$ cat src/rtl/rv_test_exit_monitor_if.sv
// ---------------------------------------------------------------------------
// rv_test_exit_monitor_if
//   Snoop bus between one or more RISC-V cores and the exit monitor. It
//   carries each hart's register-file write port plus its retire strobes.
//
//   Signals (hart h occupies the slices noted):
//     rf_we         [NumHarts]     register-file write enable
//     rf_waddr      [5*NumHarts]   write address, hart h at [5h+:5]
//     rf_wdata      [32*NumHarts]  write data, hart h at [32h+:32]
//     instr_retire  [NumHarts]     one pulse per retired instruction
//     ecall_retire  [NumHarts]     pulse when an ecall retires
//
//   Modports:
//     master  - the core side, which drives the bus
//     slave   - the monitor side, which only observes it
// ---------------------------------------------------------------------------
interface rv_test_exit_monitor_if #(
    parameter int NumHarts = 1
);
    logic [NumHarts-1:0]    rf_we;
    logic [5*NumHarts-1:0]  rf_waddr;
    logic [32*NumHarts-1:0] rf_wdata;
    logic [NumHarts-1:0]    instr_retire;
    logic [NumHarts-1:0]    ecall_retire;

    modport master (
        output rf_we,
        output rf_waddr,
        output rf_wdata,
        output instr_retire,
        output ecall_retire
    );

    modport slave (
        input rf_we,
        input rf_waddr,
        input rf_wdata,
        input instr_retire,
        input ecall_retire
    );
endinterface

$ cat src/rtl/rv_test_exit_monitor.sv
// ---------------------------------------------------------------------------
// rv_test_exit_monitor
//   Watches one or more harts for the riscv-tests exit convention. The
//   convention is a7 == ExitMagic, with a0 == 0 meaning pass and a0 >> 1
//   being the exit code. The monitor keeps shadow copies of a0 (x10) and
//   a7 (x17) per hart by snooping register-file writes. Each hart runs a
//   RUN -> DRAIN -> DONE sequence, where the drain window lets in-flight
//   stores land before completion is reported. A global watchdog ends the
//   run if the harts never finish.
//
//   Ports:
//     clk_i          system clock
//     rst_i          synchronous reset, active-high, overrides everything
//     en_i           enable; while low nothing advances
//     snoop          register-file write / retire snoop bus (slave modport)
//     hart_done_o    per-hart DONE flag
//     hart_pass_o    per-hart captured (a0 == 0), valid with hart_done_o
//     exit_code_o    per-hart captured a0[31:1], hart h at [31h+:31]
//     cycle_cnt_o    per-hart enabled cycles spent in RUN or DRAIN
//     instret_o      per-hart retired instructions while in RUN
//     done_o         all harts DONE, or the watchdog fired (sticky)
//     pass_o         done_o with no timeout and every hart passing (sticky)
//     timeout_o      watchdog fired (sticky)
// ---------------------------------------------------------------------------
module rv_test_exit_monitor #(
    parameter int          NumHarts      = 1,
    parameter logic [31:0] ExitMagic     = 32'h0000_005d,
    parameter bit          RequireEcall  = 1'b0,
    parameter int          DrainCycles   = 4,
    parameter int          TimeoutCycles = 1_000_000,
    parameter int          CntWidth      = 32
) (
    input  logic                         clk_i,
    input  logic                         rst_i,
    input  logic                         en_i,
    rv_test_exit_monitor_if.slave        snoop,
    output logic [NumHarts-1:0]          hart_done_o,
    output logic [NumHarts-1:0]          hart_pass_o,
    output logic [31*NumHarts-1:0]       exit_code_o,
    output logic [CntWidth*NumHarts-1:0] cycle_cnt_o,
    output logic [CntWidth*NumHarts-1:0] instret_o,
    output logic                         done_o,
    output logic                         pass_o,
    output logic                         timeout_o
);

    // Per-hart FSM encoding
    localparam logic [1:0] ST_RUN   = 2'd0;
    localparam logic [1:0] ST_DRAIN = 2'd1;
    localparam logic [1:0] ST_DONE  = 2'd2;

    // Drain counter only needs to reach DrainCycles-1
    localparam int             DcW       = (DrainCycles > 1) ? $clog2(DrainCycles) : 1;
    localparam bit             DrainEn   = (DrainCycles > 32'sd0);
    localparam logic [DcW-1:0] DrainLast = DrainEn ? DcW'(DrainCycles - 32'sd1) : {DcW{1'b0}};
    localparam logic [DcW-1:0] DcOne     = DcW'(32'd1);

    // Watchdog counter only needs to reach TimeoutCycles-1; the limit is
    // recognised on the edge that would have pushed it to TimeoutCycles.
    localparam int             WdW    = (TimeoutCycles > 1) ? $clog2(TimeoutCycles) : 1;
    localparam bit             WdEn   = (TimeoutCycles > 32'sd0);
    localparam logic [WdW-1:0] WdLast = WdEn ? WdW'(TimeoutCycles - 32'sd1) : {WdW{1'b0}};
    localparam logic [WdW-1:0] WdOne  = WdW'(32'd1);

    localparam logic [CntWidth-1:0] CntMax  = {CntWidth{1'b1}};
    localparam logic [CntWidth-1:0] CntOne  = CntWidth'(32'd1);
    localparam logic [CntWidth-1:0] CntZero = {CntWidth{1'b0}};

    // Per-hart state
    logic [1:0]          state_r [NumHarts];
    logic [1:0]          state_s [NumHarts];
    logic [31:0]         a0_r    [NumHarts];
    logic [31:0]         a0_s    [NumHarts];
    logic [31:0]         a7_r    [NumHarts];
    logic [31:0]         a7_s    [NumHarts];
    logic [DcW-1:0]      drain_r [NumHarts];
    logic [DcW-1:0]      drain_s [NumHarts];
    logic [CntWidth-1:0] cyc_r   [NumHarts];
    logic [CntWidth-1:0] cyc_s   [NumHarts];
    logic [CntWidth-1:0] ins_r   [NumHarts];
    logic [CntWidth-1:0] ins_s   [NumHarts];
    logic [30:0]         code_r  [NumHarts];
    logic [30:0]         code_s  [NumHarts];
    logic [NumHarts-1:0] hpass_r;
    logic [NumHarts-1:0] hpass_s;
    logic [NumHarts-1:0] hdone_r;
    logic [NumHarts-1:0] hdone_s;
    logic [NumHarts-1:0] detect_s;

    // Global state
    logic [WdW-1:0] wd_r;
    logic [WdW-1:0] wd_s;
    logic           wd_hit_s;
    logic           all_done_s;
    logic           advance_s;
    logic           done_r;
    logic           done_s;
    logic           pass_r;
    logic           pass_s;
    logic           timeout_r;
    logic           timeout_s;

    // Next-state logic: shadows, per-hart FSMs, counters and watchdog
    always_comb begin
        // Once the watchdog has fired the harts are frozen where they stand
        advance_s = en_i & ~timeout_r;

        for (int h = 0; h < NumHarts; h++) begin
            a0_s[h]     = a0_r[h];
            a7_s[h]     = a7_r[h];
            state_s[h]  = state_r[h];
            drain_s[h]  = drain_r[h];
            cyc_s[h]    = cyc_r[h];
            ins_s[h]    = ins_r[h];
            code_s[h]   = code_r[h];
            hpass_s[h]  = hpass_r[h];
            detect_s[h] = 1'b0;

            // Shadow update. Address 0 and every other register fall to default.
            if (en_i && snoop.rf_we[h]) begin
                case (snoop.rf_waddr[5*h +: 5])
                    5'd10:   a0_s[h] = snoop.rf_wdata[32*h +: 32];
                    5'd17:   a7_s[h] = snoop.rf_wdata[32*h +: 32];
                    default: a0_s[h] = a0_r[h];
                endcase
            end else begin
                a0_s[h] = a0_r[h];
            end

            // Detection always looks at the registered (pre-update) shadow, so a
            // same-cycle write to a0 or a7 cannot influence this cycle's decision.
            if (RequireEcall) begin
                detect_s[h] = snoop.ecall_retire[h] & (a7_r[h] == ExitMagic);
            end else begin
                detect_s[h] = (a7_r[h] == ExitMagic);
            end

            if (advance_s) begin
                // Saturating cycle counter over RUN and DRAIN
                if (((state_r[h] == ST_RUN) || (state_r[h] == ST_DRAIN)) && (cyc_r[h] != CntMax)) begin
                    cyc_s[h] = cyc_r[h] + CntOne;
                end else begin
                    cyc_s[h] = cyc_r[h];
                end

                // Saturating retire counter, RUN only
                if ((state_r[h] == ST_RUN) && snoop.instr_retire[h] && (ins_r[h] != CntMax)) begin
                    ins_s[h] = ins_r[h] + CntOne;
                end else begin
                    ins_s[h] = ins_r[h];
                end

                case (state_r[h])
                    ST_RUN: begin
                        if (detect_s[h]) begin
                            code_s[h]  = a0_r[h][31:1];
                            hpass_s[h] = (a0_r[h] == 32'd0);
                            drain_s[h] = {DcW{1'b0}};
                            state_s[h] = DrainEn ? ST_DRAIN : ST_DONE;
                        end else begin
                            state_s[h] = ST_RUN;
                        end
                    end
                    ST_DRAIN: begin
                        if (drain_r[h] == DrainLast) begin
                            state_s[h] = ST_DONE;
                        end else begin
                            drain_s[h] = drain_r[h] + DcOne;
                        end
                    end
                    ST_DONE: begin
                        state_s[h] = ST_DONE;
                    end
                    default: begin
                        state_s[h] = ST_RUN;
                    end
                endcase
            end else begin
                state_s[h] = state_r[h];
            end

            hdone_s[h] = (state_s[h] == ST_DONE);
        end

        all_done_s = &hdone_s;

        // Watchdog counts enabled cycles until the run is reported done
        wd_hit_s = WdEn && en_i && !done_r && (wd_r == WdLast);
        if (WdEn && en_i && !done_r && !wd_hit_s) begin
            wd_s = wd_r + WdOne;
        end else begin
            wd_s = wd_r;
        end

        // Harts finishing on the limit edge take precedence over the timeout
        timeout_s = timeout_r | (wd_hit_s & ~all_done_s);

        if (done_r) begin
            done_s = 1'b1;
            pass_s = pass_r;
        end else begin
            done_s = all_done_s | wd_hit_s;
            pass_s = all_done_s & (&hpass_s);
        end
    end

    // State registers with synchronous reset
    always_ff @(posedge clk_i) begin
        if (rst_i) begin
            for (int h = 0; h < NumHarts; h++) begin
                state_r[h] <= ST_RUN;
                a0_r[h]    <= 32'd0;
                a7_r[h]    <= 32'd0;
                drain_r[h] <= {DcW{1'b0}};
                cyc_r[h]   <= CntZero;
                ins_r[h]   <= CntZero;
                code_r[h]  <= 31'd0;
            end
            hpass_r   <= {NumHarts{1'b0}};
            hdone_r   <= {NumHarts{1'b0}};
            wd_r      <= {WdW{1'b0}};
            done_r    <= 1'b0;
            pass_r    <= 1'b0;
            timeout_r <= 1'b0;
        end else begin
            for (int h = 0; h < NumHarts; h++) begin
                state_r[h] <= state_s[h];
                a0_r[h]    <= a0_s[h];
                a7_r[h]    <= a7_s[h];
                drain_r[h] <= drain_s[h];
                cyc_r[h]   <= cyc_s[h];
                ins_r[h]   <= ins_s[h];
                code_r[h]  <= code_s[h];
            end
            hpass_r   <= hpass_s;
            hdone_r   <= hdone_s;
            wd_r      <= wd_s;
            done_r    <= done_s;
            pass_r    <= pass_s;
            timeout_r <= timeout_s;
        end
    end

    // Pack per-hart registers onto the flat output buses
    for (genvar g = 0; g < NumHarts; g++) begin : g_out
        assign exit_code_o[31*g +: 31]             = code_r[g];
        assign cycle_cnt_o[CntWidth*g +: CntWidth] = cyc_r[g];
        assign instret_o[CntWidth*g +: CntWidth]   = ins_r[g];
    end

    assign hart_done_o = hdone_r;
    assign hart_pass_o = hpass_r;
    assign done_o      = done_r;
    assign pass_o      = pass_r;
    assign timeout_o   = timeout_r;

endmodule

$ cat src/flat_wrapper.sv
// flat-port wrapper written by rule: the top's interface ports become plain ports
module rv_test_exit_monitor_flat 
#(
    parameter int          NumHarts      = 1,
    parameter logic [31:0] ExitMagic     = 32'h0000_005d,
    parameter bit          RequireEcall  = 1'b0,
    parameter int          DrainCycles   = 4,
    parameter int          TimeoutCycles = 1_000_000,
    parameter int          CntWidth      = 32
)
  (clk_i, rst_i, en_i, hart_done_o, hart_pass_o, exit_code_o, cycle_cnt_o, instret_o, done_o, pass_o, timeout_o, snoop_rf_we, snoop_rf_waddr, snoop_rf_wdata, snoop_instr_retire, snoop_ecall_retire);
  rv_test_exit_monitor_if #(.NumHarts(NumHarts)) snoop_i ();
  input  logic clk_i;
  input  logic rst_i;
  input  logic en_i;
  output logic [NumHarts-1:0] hart_done_o;
  output logic [NumHarts-1:0] hart_pass_o;
  output logic [31*NumHarts-1:0] exit_code_o;
  output logic [CntWidth*NumHarts-1:0] cycle_cnt_o;
  output logic [CntWidth*NumHarts-1:0] instret_o;
  output logic done_o;
  output logic pass_o;
  output logic timeout_o;
  input wire logic [$bits(snoop_i.rf_we)-1:0] snoop_rf_we;
  input wire logic [$bits(snoop_i.rf_waddr)-1:0] snoop_rf_waddr;
  input wire logic [$bits(snoop_i.rf_wdata)-1:0] snoop_rf_wdata;
  input wire logic [$bits(snoop_i.instr_retire)-1:0] snoop_instr_retire;
  input wire logic [$bits(snoop_i.ecall_retire)-1:0] snoop_ecall_retire;
  assign snoop_i.rf_we = snoop_rf_we;
  assign snoop_i.rf_waddr = snoop_rf_waddr;
  assign snoop_i.rf_wdata = snoop_rf_wdata;
  assign snoop_i.instr_retire = snoop_instr_retire;
  assign snoop_i.ecall_retire = snoop_ecall_retire;
  rv_test_exit_monitor #(.NumHarts(NumHarts), .ExitMagic(ExitMagic), .RequireEcall(RequireEcall), .DrainCycles(DrainCycles), .TimeoutCycles(TimeoutCycles), .CntWidth(CntWidth)) u_core (.clk_i(clk_i), .rst_i(rst_i), .en_i(en_i), .snoop(snoop_i), .hart_done_o(hart_done_o), .hart_pass_o(hart_pass_o), .exit_code_o(exit_code_o), .cycle_cnt_o(cycle_cnt_o), .instret_o(instret_o), .done_o(done_o), .pass_o(pass_o), .timeout_o(timeout_o));
endmodule
$ cat config.mk
export PLATFORM = sky130hd
export DESIGN_NAME = rv_test_exit_monitor_flat
export DESIGN_NICKNAME = d
export VERILOG_FILES = /design/src/rtl/rv_test_exit_monitor_if.sv /design/src/rtl/rv_test_exit_monitor.sv /design/src/flat_wrapper.sv
export SDC_FILE = /design/constraint.sdc
export NUM_CORES = 1
export LEC_CHECK = 0
export BUFFER_PORTS_ARGS = -buffer_cell sky130_fd_sc_hd__buf_2
export CAP_MARGIN = 20
export CORE_UTILIZATION = 50
export CTS_CLUSTER_SIZE = 14
export DETAILED_ROUTE_END_ITERATION = 16
export GPL_TIMING_DRIVEN = 1
export PLACE_DENSITY = 0.86
export SYNTH_ARGS = -nofsm -noshare
export SYNTH_HDL_FRONTEND = slang
export SYNTH_SLANG_ARGS = --single-unit
$ cat constraint.sdc
create_clock -name clk_i -period 2.45 [get_ports clk_i]
set_input_delay 0.1225 -clock clk_i [delete_from_list [all_inputs] [get_ports clk_i]]
set_output_delay 0.1225 -clock clk_i [all_outputs]
set_load 0.02 [all_outputs]
# ---- After elaboration in Yosys (flattened, before gate mapping)
# Memories as Yosys holds them, arrays and structs flattened.
# Cells that the tools add are included.
dict set report word_totals {
  mem_bits_rw 163
  memories 7
  output_inout_bits 100
  register_bits 25
  inputBits 43
}
# name depth width read_ports rd_ports_with_merged_regs write_ports line
set memory_table {}
lappend memory_table {u_core.a0_r 1 32 1 0 1 rv_test_exit_monitor.sv:72} ;# logic [31:0] a0_r [NumHarts];
lappend memory_table {u_core.a7_r 1 32 1 0 1 rv_test_exit_monitor.sv:74} ;# logic [31:0] a7_r [NumHarts];
lappend memory_table {u_core.cyc_r 1 32 1 0 1 rv_test_exit_monitor.sv:78} ;# logic [CntWidth-1:0] cyc_r [NumHarts];
lappend memory_table {u_core.ins_r 1 32 1 0 1 rv_test_exit_monitor.sv:80} ;# logic [CntWidth-1:0] ins_r [NumHarts];
lappend memory_table {u_core.code_r 1 31 1 0 1 rv_test_exit_monitor.sv:82} ;# logic [30:0] code_r [NumHarts];
lappend memory_table {u_core.drain_r 1 2 1 0 1 rv_test_exit_monitor.sv:76} ;# logic [DcW-1:0] drain_r [NumHarts];
lappend memory_table {{1 more memories} - - - - - -}
dict set report classes {
  bitwise 7
  addsub 4
  n_mux 40
  n_eq_ne 10
  n_reduce_logical 19
}
# op count
set op_table {}
lappend op_table {{32-bit 2-to-1 mux} 12}
lappend op_table {{32-bit OR reduction} 4}
lappend op_table {{31-bit 2-to-1 mux} 4}
lappend op_table {{32-bit by 1-bit adder with 32-bit output, second input constant} 2}
lappend op_table {{32-bit != test, second input constant} 2}
lappend op_table {{32-bit by 7-bit == test with 1-bit output, second input constant} 1}
lappend op_table {{32-bit logical NOT} 1}
lappend op_table {{31-bit OR reduction} 1}
lappend op_table {{20-bit by 1-bit adder with 20-bit output, second input constant} 1}
lappend op_table {{20-bit == test, second input constant} 1}
lappend op_table {{1-bit 2-to-1 mux} 15}
lappend op_table {{2-bit 2-to-1 mux} 7}
lappend op_table {{1-bit logical AND} 7}
lappend op_table {{2-bit == test, second input constant} 3}
lappend op_table {{2-bit one-hot mux with 3 select lines} 1}
lappend op_table {{5-bit by 4-bit == test with 1-bit output, second input constant} 1}
lappend op_table {{5-bit == test, second input constant} 1}
lappend op_table {{2-bit one-hot mux with 2 select lines} 1}
lappend op_table {{2-bit OR reduction} 2}
lappend op_table {{1-bit AND} 3}
lappend op_table {{2-bit by 1-bit adder with 2-bit output, second input constant} 1}
lappend op_table {{2-bit by 1-bit == test with 1-bit output, second input constant} 1}
lappend op_table {{1-bit logical NOT} 2}
lappend op_table {{2-bit logical NOT} 1}
lappend op_table {{other kinds (3)} 5}

# ---- Logic depth before layout (Yosys ltp)
# Gate-level depths: netlist of the first run.
# An unclocked memory read counts as a cell.
dict set report logic_depth {
  ltp_word 9
  mapped_depth 7
  ltp_nobuf 6
}

# ---- Worst setup path before layout of the first run
# No wires, ideal clock.
dict set report synth_timing {
  kind {register to register}
  start {register u_core.timeout_r (netlist: u_core.timeout_o)}
  end {memory u_core.cyc_r[0][26]}
  arrival_ps 2375
  t_required_ps 2380
  path_slack_ps 5
  path_stages_with_launch 8
  path_cell_list {dfxtp_1 or3b_1 buf_6 or3_4 or4_1 buf_2 or3_1 a21oi_1}
}
dict set report synth_via {
  elab_chain_len 4
}
# element line
set synth_lines {}
lappend synth_lines {{start: declaration} rv_test_exit_monitor.sv:100} ;# logic timeout_r;
lappend synth_lines {{start signal: assignment} rv_test_exit_monitor.sv:240} ;# timeout_r <= timeout_s;
lappend synth_lines {{1-bit NOT} rv_test_exit_monitor.sv:106} ;# advance_s = en_i & ~timeout_r;
lappend synth_lines {{1-bit AND} rv_test_exit_monitor.sv:106}
lappend synth_lines {{32-bit 2-to-1 mux} -}
lappend synth_lines {{32-bit 2-to-1 mux (no source line)} -}
lappend synth_lines {{end: declaration} rv_test_exit_monitor.sv:78}
# No other way between the ends.

# ---- Worst setup path after layout of the first run
dict set report layout_timing {
  start {memory u_core.state_r[0][1]}
  end {memory u_core.cyc_r[0][30]}
}
dict set report layout_via {
  elab_chain_len 7
  word_cells_on_any_way 8
  classes_between {eq/ne: 1; mux: 3; reduce/logical: 3; memory: 1}
}
# element line
set layout_lines {}
lappend layout_lines {{start: declaration} rv_test_exit_monitor.sv:70} ;# logic [1:0] state_r [NumHarts];
lappend layout_lines {{memory read 1 x 2 bit (*)} -}
lappend layout_lines {{2-bit by 1-bit == test with 1-bit output / 2-bit logical NOT (equally long branches)} rv_test_exit_monitor.sv:140} ;# if (((state_r[h] == ST_RUN) || (state_r[h] == ST_DRAIN)) && (cyc_r[h] != CntMax)) begin
lappend layout_lines {{1-bit logical OR (*)} rv_test_exit_monitor.sv:140}
lappend layout_lines {{1-bit logical AND (*)} rv_test_exit_monitor.sv:140}
lappend layout_lines {{32-bit 2-to-1 mux (*) (2 in series)} -}
lappend layout_lines {{32-bit 2-to-1 mux (no source line) (*)} -}
# Mark *: on every way between the ends. The rest lies on a longest branch, timed or not.

==> results of run 1 <==
## kinds of logic (layout without fill, tap and decap cells)
| group | after synthesis | in the layout | share of synthesized area [%] |
|---|---|---|---|
| buffers and inverters | 68 | 243 | 3.32 |
| adder cells (fa/ha/maj) | 4 | 4 | 0.620 |
| flip-flops | 188 | 188 | 46.6 |
| multiplexers | 13 | 13 | 1.78 |
| AO/OA/AOI/OAI | 202 | 202 | 13.8 |
| XOR/XNOR | 31 | 31 | 3.36 |
| other | 0 | 1 | 0 |
| AND/OR/NAND/NOR | 499 | 499 | 30.5 |
## worst max-delay path by stage
stage / startpoint / to
after floorplan: u_core.timeout_o / u_core.cyc_r[0][26]
after global placement: u_core.state_r[0][1] / u_core.cyc_r[0][30]
after detailed placement: u_core.state_r[0][1] / u_core.cyc_r[0][28]
after CTS: u_core.state_r[0][1] / u_core.cyc_r[0][30]
after global routing: u_core.timeout_o / u_core.ins_r[0][28]
final: u_core.state_r[0][1] / u_core.cyc_r[0][30]
## power by group
group          switching (mW)  internal (mW)  leakage (nW)  total [mW]
logic                   0.129         0.0945          1.87       0.224
clock network            1.28           1.65         0.311        2.93
registers              0.0140           3.07          1.52        3.08
## per-layer routing
metal | track usage, % | up-vias | part of all wire, % | wire length [um]
met3 | 4.42 | 38 | 5.7 | 1200
li1 | - | 3888 | - | -
met2 | 42.5 | 299 | 49 | 10200
met5 | 0 | - | 0 | 0
met1 | 31.9 | 3774 | 44 | 9200
met4 | 9.27 | 0 | 2.0 | 413
## repair_timing
| item | 4_1_cts | 5_1_grt |
|---|---|---|
| hold endpoints to repair | 64 | 0 |
| hold buffers | 32 | 0 |
| setup endpoints to repair | 0 | 3 |
| resized for setup | 0 | 3 |
## flip-flops by register name, summed over array words and instances, names as in the netlist
| name | cells |
|---|---|
| u_core.hart_done_o | 1 |
| u_core.pass_o | 1 |
| u_core.done_o | 1 |
| u_core.a7_r | 32 |
| u_core.timeout_o | 1 |
| u_core.hart_pass_o | 1 |
| u_core.code_r | 31 |
| u_core.a0_r | 32 |
| u_core.drain_r | 2 |
| u_core.ins_r | 32 |
| u_core.cyc_r | 32 |
| u_core.wd_r | 20 |
| u_core.state_r | 2 |
## stage by stage
step	total power, mW	setup WS [ns]	std cells
2_1_floorplan	3.25	0.00506	1005
3_3_place_gp	3.33	0.146	1332
3_5_place_dp	3.33	0.106	1332
4_1_cts	6.27	0.0838	1396
5_1_grt	6.41	0.00311	1397
6_report	6.23	0.172	1397
## critical path, stage by stage, from the launching register on
cell and delay (ns):
sky130_fd_sc_hd__dfxtp_1 0.33, sky130_fd_sc_hd__or3b_1 0.40, sky130_fd_sc_hd__or3_4 0.43, sky130_fd_sc_hd__or4_4 0.58
sky130_fd_sc_hd__or3_1 0.32, sky130_fd_sc_hd__a21oi_1 0.14
## layout make-up
type	instances	area, um2
inverter	9	33.8
clock buffer	17	425
tap	216	270
clock inverter	15	198
sequential	188	3760
timing repair buffer	202	1260
fill	1340	5800
antenna	1	2.50
multi-input combinational	749	4070
## cell usage after synthesis (all sizes together) (3+ instances only)
cell type    n
a2111oi      4
a211oi       8
a21oi      135
a31oi        7
and2         4
and3        10
and4        17
buf          6
clkbuf      53
dfxtp      188
ha           4
inv          9
mux2        11
nand2      227
nand3       27
nand3b       3
nand4       41
nor2        61
nor2b       17
nor3        12
nor3b        3
nor4        22
nor4b        6
nor4bb       5
o21ai       28
o31ai       10
o41ai        4
or3         27
or4         11
xnor2       22
xor2         9
==> results.md, run 1 <==
Run status:
- The run finished with clean final reports.

STA:
- The hold violation total from the final report is 0.
- The count of final setup violators is 0.
- The normalized max-slew margin is roughly 40%.
- On the final layout, the worst hold slack is between 0.15 and 0.2 ns.
- At the pin with the least slew margin, the transition time is around 0.89 ns.
- The final critical path takes up roughly 93% of the cycle.
- Setup repair after global routing left no endpoint under its margin.
- After routing, the total negative slack on setup checks comes to 0 ns.
- Timing would allow up to roughly 440 MHz.
- The maximum clock skew at final layout is 0.0109 ns.
- For the finished layout, the period the worst path requires is ~2.3 ns.
- The max-slew violation count is 0.

Worst setup path:
- The startpoint identified for the worst register-to-register timing path is u_core.state_r[0][1].
- STA classifies the critical path endpoint as a flop.
- The worst setup path is launched from a flop.
- The worst setup slack for register-to-register paths is between 0.15 and 0.2 ns.
- Measured in cells, the most critical reg-to-reg path has a length of 5.
- At the worst endpoint, the arrival time is roughly 2.6 ns.
- The data required time of the worst path is between 2 and 3 ns.
- The type of the worst setup path is flop to flop.
- In this run the worst path has a maximum fanout of 7.
- The worst register-to-register path ends at u_core.cyc_r[0][30].

Power:
- The static power due to leakage is about 3.7 nW.
- The power per standard cell area is roughly 620 nW/um2.
- The largest vdd supply drop is ~0.56 mV.

Logic synthesis:
- The top cell type's share of synthesized area is a little under half.
- The sequential element share of the synthesized area is 46.6%.
- The synthesized instance count is 1005.
- The synthesized design spends more area on one cell type than any other, namely sky130_fd_sc_hd__dfxtp_1.
- Summing every instance area after synthesis gives between 8000 and 9000 um2.
- A synthesized cell averages between 8 and 9 um2.
- The most used flip-flop cell after synthesis is sky130_fd_sc_hd__dfxtp_1.
- Counting distinct cell types in the post-synthesis netlist gives 46.
- Counting flops and latches in the post-synthesis netlist gives ~190.
- The Yosys step of the flow raised 0 warnings.
- Sorting the synthesized cells by area gives the leading types as sky130_fd_sc_hd__dfxtp_1 (47%), sky130_fd_sc_hd__nand2_1 (11%), sky130_fd_sc_hd__a21oi_1 (8.4%).
- Counting every net in the synthesized netlist gives roughly 1100.
- In the synthesized netlist the async set-or-reset flop fraction comes to 0%.
- The number of enable-type register cells in the synthesized netlist is 0.

Die:
- The die boundary height is approximately 130 um.
- The effective utilization at floorplan is between 50% and 60%.
- The number of placement rows is 46.
- The boundary pin count is ~140.
- The chip width is between 100 and 150 um.
- The floorplan step defined a core boundary enclosing about 16000 um2.
- The die covers roughly 17000 um2.

Global route:
- The wire length of the first global-routing pass is 33.4 mm.
- In the global route stage, overall resource usage came out at approximately 25%.
- The initial antenna violation count is 1.
- Global routing finished with a remaining overflow of 0.
- The maximum number of pins on one net before global-route repair is roughly 120.
- The via count of the first global-routing pass is a little over 7000.

Final layout:
- The final core utilization is between 60 and 70%.
- The area growth from synthesis to layout is 24.1%.
- The summed area of non-filler cells in the final layout is between 10000 and 15000 um2.
- The count of nets after finishing is about 1200.
- The share of final-layout standard cells stronger than drive strength 1 is 18.9%.
- The most frequent standard cell in the layout excluding fill and tap cells is sky130_fd_sc_hd__nand2_1.
- In the layout the commonest cells are sky130_fd_sc_hd__nand2_1 (227), sky130_fd_sc_hd__dfxtp_1 (187), sky130_fd_sc_hd__buf_2 (140).

Drt:
- The first-pass detailed-route iteration total is 5.
- After detailed routing, the number of remaining DRC violations is 0.
- Dividing the detail-routed wire length by the instance count gives about 15 um.
- The number of vias after detailed routing is 7999.
- The via-per-instance ratio is ~5.7.
- The number of routed nets with antenna violations is 0.
- After the first detailed-routing iteration, the DRC count stood at about 660.
- The total wire length after detailed routing is 21.0 mm.

Hold path:
- The number of stages on the worst hold path is 4.
- In this run the most critical hold path is launched from en_i.
- The path class of the lowest-slack min-delay path is input pin to flop.
- For hold timing, the worst endpoint is u_core.done_o.

Clock network:
- The clock passes through at most 2 buffers.
- The CTS buffer count is 17.
- The clock-pin slew of the registers on the worst-case setup and hold paths is 0.07 ns.
- The clock latency on the worst-skew pair is ~0.43 ns.
- The root buffer cell chosen for the clock tree is sky130_fd_sc_hd__clkbuf_16.
- The sink count of the clock tree is ~190.
- The number of buffers added for setup after CTS is 0.
- The CTS tree is done.
- In this run the number of H-tree levels came out at 4.

Placement:
- At the end of routability-driven placement, the weighted congestion stood at 0.869.
- Detailed placement ended at an HPWL of roughly 14 mm.
- The count of buffers from port buffering is ~140.
- The instance area after placement is 9070 um2.

Flow run:
- The number of maximum-capacitance constraint violations is 0.
(Power assumes the default switching activity.)
==> run 2: changes to the inputs <==
--- a/config.mk
+++ b/config.mk
@@ -7,6 +7,7 @@
 export LEC_CHECK = 0
 export BUFFER_PORTS_ARGS = -buffer_cell sky130_fd_sc_hd__buf_2
 export CAP_MARGIN = 20
+export CORE_MARGIN = 2
 export CORE_UTILIZATION = 50
 export CTS_CLUSTER_SIZE = 14
 export DETAILED_ROUTE_END_ITERATION = 16
==> run 2 against run 1 <==
Via count down 0.26%. First-iteration DRC count down 7.1%. Sequential share of layout area up 0.12 points. Die area up 3.1%. Sequential power about the same. Sequential cell count unchanged. Worst hold slack better by 0.0015 ns. Critical path depth up 1. Global-route usage down 1.2 points. Critical path type unchanged.
==> results.md, run 2 (synthesis results as in run 1) <==
Clock network:
- The clock-pin slew of the registers on the worst-case setup and hold paths is 0.07 ns (about the same).
- The sink count of the clock tree is 188 (unchanged).
- The root buffer cell is sky130_fd_sc_hd__clkbuf_16.
- The clock latency on the worst-skew pair is 0.43 ns (about the same).
- The number of buffers added for setup after CTS came to 0 (unchanged).
- The number of levels in the clock H-tree is 4 (unchanged).
- TritonCTS built the clock tree.
- The maximum clock path buffer count is 2 (unchanged).
- The CTS buffer count is 17 (unchanged).

Power:
- The net switching power of the design is 1.49 mW (+4.6%).
- The portion of total power attributed to the clock network is 45.2% (-1.8 points).
- The internal power consumption came to 4.54 mW (-5.6%).
- The power per standard cell area is 604 nW/um2 (-2.9%).
- The share of total power in combinational logic is 3.8% (+0.2 points).
- The largest vdd supply drop is 0.528 mV (-5.3%).
- The static power due to leakage is 3.66 nW (-0.80%).
- The fraction of power spent switching nets is 24.7% (+1.9 points).
- The proportion of power drawn by flip-flops and latches is 51.1% (+1.7 points).

Worst setup path:
- The worst setup path is of the flop to flop kind.
- The worst-case reg-to-reg path depth is 6 (+1).
- The worst setup slack for register-to-register paths was 0.18 ns (about the same).
- In this run the critical register-to-register path is captured at u_core.cyc_r[0][30].
- The endpoint class of the critical path is a flop.
- The critical path startpoint category is a flop.
- The data required time of the worst path is 2.80 ns (about the same).
- The largest fanout on the critical path was 7 (unchanged).
- The worst register-to-register path begins at u_core.cyc_r[0][1].
- The arrival time at the worst endpoint was 2.62 ns (about the same).

Placement:
- The instance area after placement is 9070 um2 (about the same).
- The count of buffers from port buffering is 141 (unchanged).
- The placement-stage worst setup slack was 0.132 ns (+0.0260 ns).
- The half-perimeter wire length after detailed placement was 13.9 mm (+0.60%).
- The last weighted congestion value of the routability-driven placer is 0.815 (-6.3%).

Die:
- The boundary pin count came to 143 (unchanged).
- The number of placement rows is 46 (unchanged).
- The area of the placeable core is 15800 um2 (unchanged).
- The die boundary height is 131 um (+1.5%).
- The effective utilization at floorplan was 51.0% (unchanged).
- The die outline area is 17200 um2 (+3.1%).
- The chip width is 131 um (+1.5%).

Global route:
- The total overflow reported by the global router is 0 (unchanged).
- The wire length of the first global-routing pass is 33.1 mm (-0.74%).
- The total global-route track usage is 23.9% (-1.2 points).
- The via count of the first global-routing pass came to 7058 (-0.87%).
- The maximum number of pins on one net before global-route repair was 114 (-8.1%).
- The initial antenna violation count is 0 (-1).

Run status:
- The flow ran to the end, and the final reports show no timing, DRC or antenna violations.

STA:
- The minimum clock period after layout came to 2.27 ns (-0.0117 ns).
- The post-route setup TNS was 0 ns (unchanged).
- The max-slew violation count is 0 (unchanged).
- The share of the clock period used by the worst path after layout came to 92.5% (-0.48 points).
- The worst setup margin is 0.184 ns (+0.0117 ns).
- The pin slew with the least headroom to its limit is 0.839 ns (-0.0554 ns).
- The hold violation total from the final report is 0 (unchanged).
- The maximum clock skew at final layout is 0.00951 ns (-0.00141 ns).
- The count of final setup violators came to 0 (unchanged).
- The peak clock frequency supported by timing was 441 MHz (+0.52%).
- The normalized max-slew margin was 44.1% (+3.7 points).
- Setup repair after global routing left no endpoint under its margin.
- The worst hold-check slack is 0.176 ns (+0.00153 ns).

Drt:
- The number of remaining DRC errors is 0 (unchanged).
- The number of routed nets with antenna violations was 0 (unchanged).
- The number of vias after detailed routing was 7978 (-0.26%).
- The via-per-instance ratio is 5.73 (about the same).
- The routed wire length per instance is 15.1 um (+0.37%).
- The first-pass detailed-route iteration total is 5 (unchanged).
- The number of violations reported at the end of detailed-routing iteration 0 came to 611 (-7.1%).
- The total wire length after detailed routing is 21.0 mm (about the same).

Hold path:
- The path with the worst hold slack has its endpoint at u_core.done_o.
- The worst hold path begins at en_i.
- The number of stages on the worst hold path is 4 (unchanged).
- The path class of the tightest hold or removal check is input pin to flop.

Final layout:
- The summed area of non-filler cells in the final layout is 9990 um2 (-0.32%).
- The antenna diode count was 0 (-1).
- In the layout the commonest cells are sky130_fd_sc_hd__nand2_1 (227), sky130_fd_sc_hd__dfxtp_1 (187), sky130_fd_sc_hd__buf_2 (140).
- From synthesis to final layout, the design area changed by 23.7%.
- The library cell used most frequently in the layout, excluding fill and tap cells, is sky130_fd_sc_hd__nand2_1.
- The share of final-layout standard cells stronger than drive strength 1 came to 18.7% (-0.21 points).
- The count of nets after finishing is 1211 (-0.25%).

Flow run:
- The number of maximum-capacitance constraint violations was 0 (unchanged).
-- run 2: cell count changes in the layout (fill, tap and decap cells not counted), sizes merged --
| cell | delta |
|---|---|
| clkinv | +1 |
| clkinvlp | +1 |
| bufinv | -3 |
| buf | -3 |
| diode | -1 |
| inv | +1 |
-- run 2: repair_timing --
item / 4_1_cts / 5_1_grt
endpoints found under the setup margin: 0 / 4
endpoints found under the hold margin: 64 / 0
resized for setup: 0 / 3
hold buffers: 32 / 0
-- run 2: final cells by class --
type | count | area [um2]
tap | 216 | 270
sequential | 188 | 3760
timing repair buffer | 199 | 1260
fill | 1308 | 5840
clock buffer | 17 | 425
clock inverter | 15 | 165
multi-input combinational | 749 | 4070
inverter | 9 | 33.8
-- run 2: worst max-delay path by stage --
stage	start	endpoint
finish	u_core.cyc_r[0][1]	u_core.cyc_r[0][30]
global placement	u_core.state_r[0][1]	u_core.cyc_r[0][30]
global route	u_core.timeout_o	u_core.ins_r[0][28]
CTS	u_core.cyc_r[0][1]	u_core.cyc_r[0][30]
detailed placement	u_core.state_r[0][1]	u_core.cyc_r[0][30]
floorplan	u_core.timeout_o	u_core.cyc_r[0][26]
-- run 2: power groups by stage --
stage / registers [mW] / clock network (mW) / logic (mW)
after floorplan: 3.15 / 0 / 0.0951
after global placement: 3.15 / 0 / 0.182
after detailed placement: 3.15 / 0 / 0.183
after CTS: 3.08 / 2.77 / 0.225
after global routing: 3.08 / 2.88 / 0.246
final: 3.08 / 2.72 / 0.227
-- run 2: critical path: stages (launching register included) --
cell and delay (ns):
sky130_fd_sc_hd__dfxtp_1 0.43, sky130_fd_sc_hd__ha_1 0.25, sky130_fd_sc_hd__nand2_1 0.11, sky130_fd_sc_hd__or3_4 0.35, sky130_fd_sc_hd__or4_4 0.58, sky130_fd_sc_hd__or3_1 0.33, sky130_fd_sc_hd__a21oi_1 0.14
-- run 2: through the flow --
stage / power, mW / util (%) / instances
after floorplan: 3.25 / - / 1005
after global placement: 3.33 / 57.3 / 1329
after global routing: 6.21 / 63.1 / 1393
after CTS: 6.08 / 63.1 / 1393
final: 6.03 / 63.1 / 1393
after detailed placement: 3.33 / 57.3 / 1329
-- run 2: per-layer routing --
layer  vias up  global-route usage, %  routed length, um
li1       3884                      -                  -
met1      3755                   31.3               9070
met2       307                   39.3              10200
met3        32                   4.79               1430
met4         0                   8.51                380
met5         -                      0                  0
==> run 3: changes to the inputs <==
--- a/config.mk
+++ b/config.mk
@@ -13,6 +13,7 @@
 export DETAILED_ROUTE_END_ITERATION = 16
 export GPL_TIMING_DRIVEN = 1
 export PLACE_DENSITY = 0.86
+export REMOVE_ABC_BUFFERS = 1
 export SYNTH_ARGS = -nofsm -noshare
 export SYNTH_HDL_FRONTEND = slang
 export SYNTH_SLANG_ARGS = --single-unit
==> run 3 against run 2 <==
Worst hold slack is essentially flat. Via count shrank 1.8%. Sequential share of layout area grew 0.092 points. First-iteration DRC count shrank 12%. Clock power is essentially flat. Combinational power is essentially flat. Routed wire length shrank 2.7%. Final cell count is essentially flat. Critical endpoint is now u_core.cyc_r[0][26]. Largest cell class unchanged.
==> results.md, run 3 (synthesis results as in run 1) <==
Power:
- The static power due to leakage was 3.66 nW (about the same).
- The largest vdd supply drop is 0.529 mV (+0.20%).
- The power per standard cell area is 605 nW/um2 (+0.19%).
- The overall power consumption is 6.03 mW (about the same).

Worst setup path:
- The largest fanout on the critical path is 7 (unchanged).
- The endpoint class of the critical path is a flop.
- The critical path startpoint category is a flop.
- The type of the worst setup path is flop to flop.
- The data required time of the worst path was 2.80 ns (about the same).
- The arrival time at the worst endpoint is 2.69 ns (+0.07 ns).

Global route:
- The via count of the first global-routing pass is 6948 (-1.6%).
- The wire length of the first global-routing pass came to 33.0 mm (-0.36%).
- The maximum number of pins on one net before global-route repair is 108 (-5.3%).
- The total global-route track usage is 23.7% (-0.19 points).
- The initial antenna violation count came to 0 (unchanged).
- The total overflow reported by the global router was 0 (unchanged).

Clock network:
- The number of levels in the clock H-tree is 4 (unchanged).
- The clock latency on the worst-skew pair is 0.44 ns (about the same).
- The sink count of the clock tree is 188 (unchanged).
- The CTS buffer count was 17 (unchanged).
- TritonCTS built the clock tree.
- The maximum clock path buffer count is 2 (unchanged).
- The clock-pin slew of the registers on the worst-case setup and hold paths was 0.07 ns (about the same).
- CTS placed an instance of sky130_fd_sc_hd__clkbuf_16 at the clock tree root.

Hold path:
- The path class of the lowest-slack min-delay path is input pin to flop.

Placement:
- The half-perimeter wire length after detailed placement is 13.7 mm (-1.4%).
- The count of buffers from port buffering came to 141 (unchanged).
- The last weighted congestion value of the routability-driven placer is 0.855 (+4.9%).
- The placement-stage worst setup slack came to 0.0651 ns (-0.0665 ns).

STA:
- The count of final setup violators was 0 (unchanged).
- The minimum clock period after layout is 2.34 ns (+0.0718 ns).
- The peak clock frequency supported by timing came to 428 MHz (-3.1%).
- The pin slew with the least headroom to its limit was 0.800 ns (-0.0383 ns).
- The worst setup margin is 0.112 ns (-0.0718 ns).
- The worst hold-check slack is 0.176 ns (-0.00000500 ns).
- The max-slew violation count came to 0 (unchanged).
- The share of the clock period used by the worst path after layout came to 95.4% (+2.9 points).
- The normalized max-slew margin is 46.6% (+2.6 points).
- Setup repair after global routing left no endpoint under its margin.
- The hold violation total from the final report is 0 (unchanged).
- The maximum clock skew at final layout came to 0.0166 ns (+0.00704 ns).

Final layout:
- The share of final-layout standard cells stronger than drive strength 1 is 18.5% (-0.24 points).
- The final core utilization is 63.0% (-0.17 points).
- The antenna diode count is 0 (unchanged).
- The count of nets after finishing is 1210 (-0.083%).
- The most frequent standard cell in the layout excluding fill and tap cells is sky130_fd_sc_hd__nand2_1.
- The area growth from synthesis to layout is 23.4%.
- In the layout the commonest cells are sky130_fd_sc_hd__nand2_1 (227), sky130_fd_sc_hd__dfxtp_1 (188), sky130_fd_sc_hd__buf_2 (140).

Die:
- The die outline area is 17200 um2 (unchanged).
- The area of the placeable core is 15800 um2 (unchanged).
- The effective utilization at floorplan is 51.0% (unchanged).
- The boundary pin count is 143 (unchanged).
- The die boundary height is 131 um (unchanged).
- The chip width is 131 um (unchanged).
- The number of placement rows is 46 (unchanged).

Drt:
- The total wire length after detailed routing is 20.5 mm (-2.7%).
- The routed wire length per instance was 14.7 um (-2.6%).
- The number of vias after detailed routing is 7836 (-1.8%).
- The number of remaining DRC errors is 0 (unchanged).
- The number of routed nets with antenna violations came to 0 (unchanged).
- The via-per-instance ratio is 5.63 (-1.7%).
- The number of violations reported at the end of detailed-routing iteration 0 is 536 (-12%).
- The first-pass detailed-route iteration total is 5 (unchanged).

Flow run:
- The number of maximum-capacitance constraint violations is 0 (unchanged).

Run status:
- The flow ran to the end, and the final reports show no timing, DRC or antenna violations.
## run 3: stage by stage
step                      setup TNS [ns]  cell area [um2]  cells
after floorplan                   -37.85             7840    946
after global placement                 0             9040   1328
after detailed placement               0             9040   1328
after CTS                              0             9960   1392
after global routing                   0             9960   1392
final                                  0             9960   1392
## run 3: critical path, stage by stage, from the launching register on
cell                      delay, ns
sky130_fd_sc_hd__dfxtp_1       0.34
sky130_fd_sc_hd__or3b_1        0.43
sky130_fd_sc_hd__or3_4         0.43
sky130_fd_sc_hd__or4_4         0.58
sky130_fd_sc_hd__or3_1         0.32
sky130_fd_sc_hd__a21oi_1       0.15
## run 3: where the power goes
part	switching (mW)	internal (mW)
combinational	0.129	0.0951
sequential	0.0140	3.07
clock	1.35	1.38
## run 3: area by class of cell
class	count	area, um2
inverters	9	33.8
clock inverters	15	174
multi-input cells	749	4070
well taps	216	270
repair buffers	198	1230
fillers	1331	5860
flip-flops and latches	188	3760
clock buffers	17	425
## run 3: timing repair
action / in CTS / in global routing
endpoints found under the hold margin: 64 / 0
setup endpoints to repair: 0 / 3
hold buffers: 32 / 0
resized for setup: 0 / 1
setup buffers: 0 / 0
## run 3: final timing paths
kind	start	to	slack (ns)	cells past startpoint
max	u_core.state_r[0][1]	u_core.cyc_r[0][26]	0.11	5
min	en_i	u_core.state_r[0][1]	0.18	5
max reg2reg	u_core.state_r[0][1]	u_core.cyc_r[0][26]	0.11	5
min reg2reg	u_core.code_r[0][3]	u_core.code_r[0][3]	0.45	2
## run 3: metal layers
layer / vias to the layer above / routed length [um] / GRT usage [%]
met1: 3680 / 9000 / 30.4
li1: 3874 / - / -
met3: 31 / 1140 / 4.71
met2: 251 / 9930 / 39.5
met5: - / 0 / 0
met4: 0 / 411 / 8.82
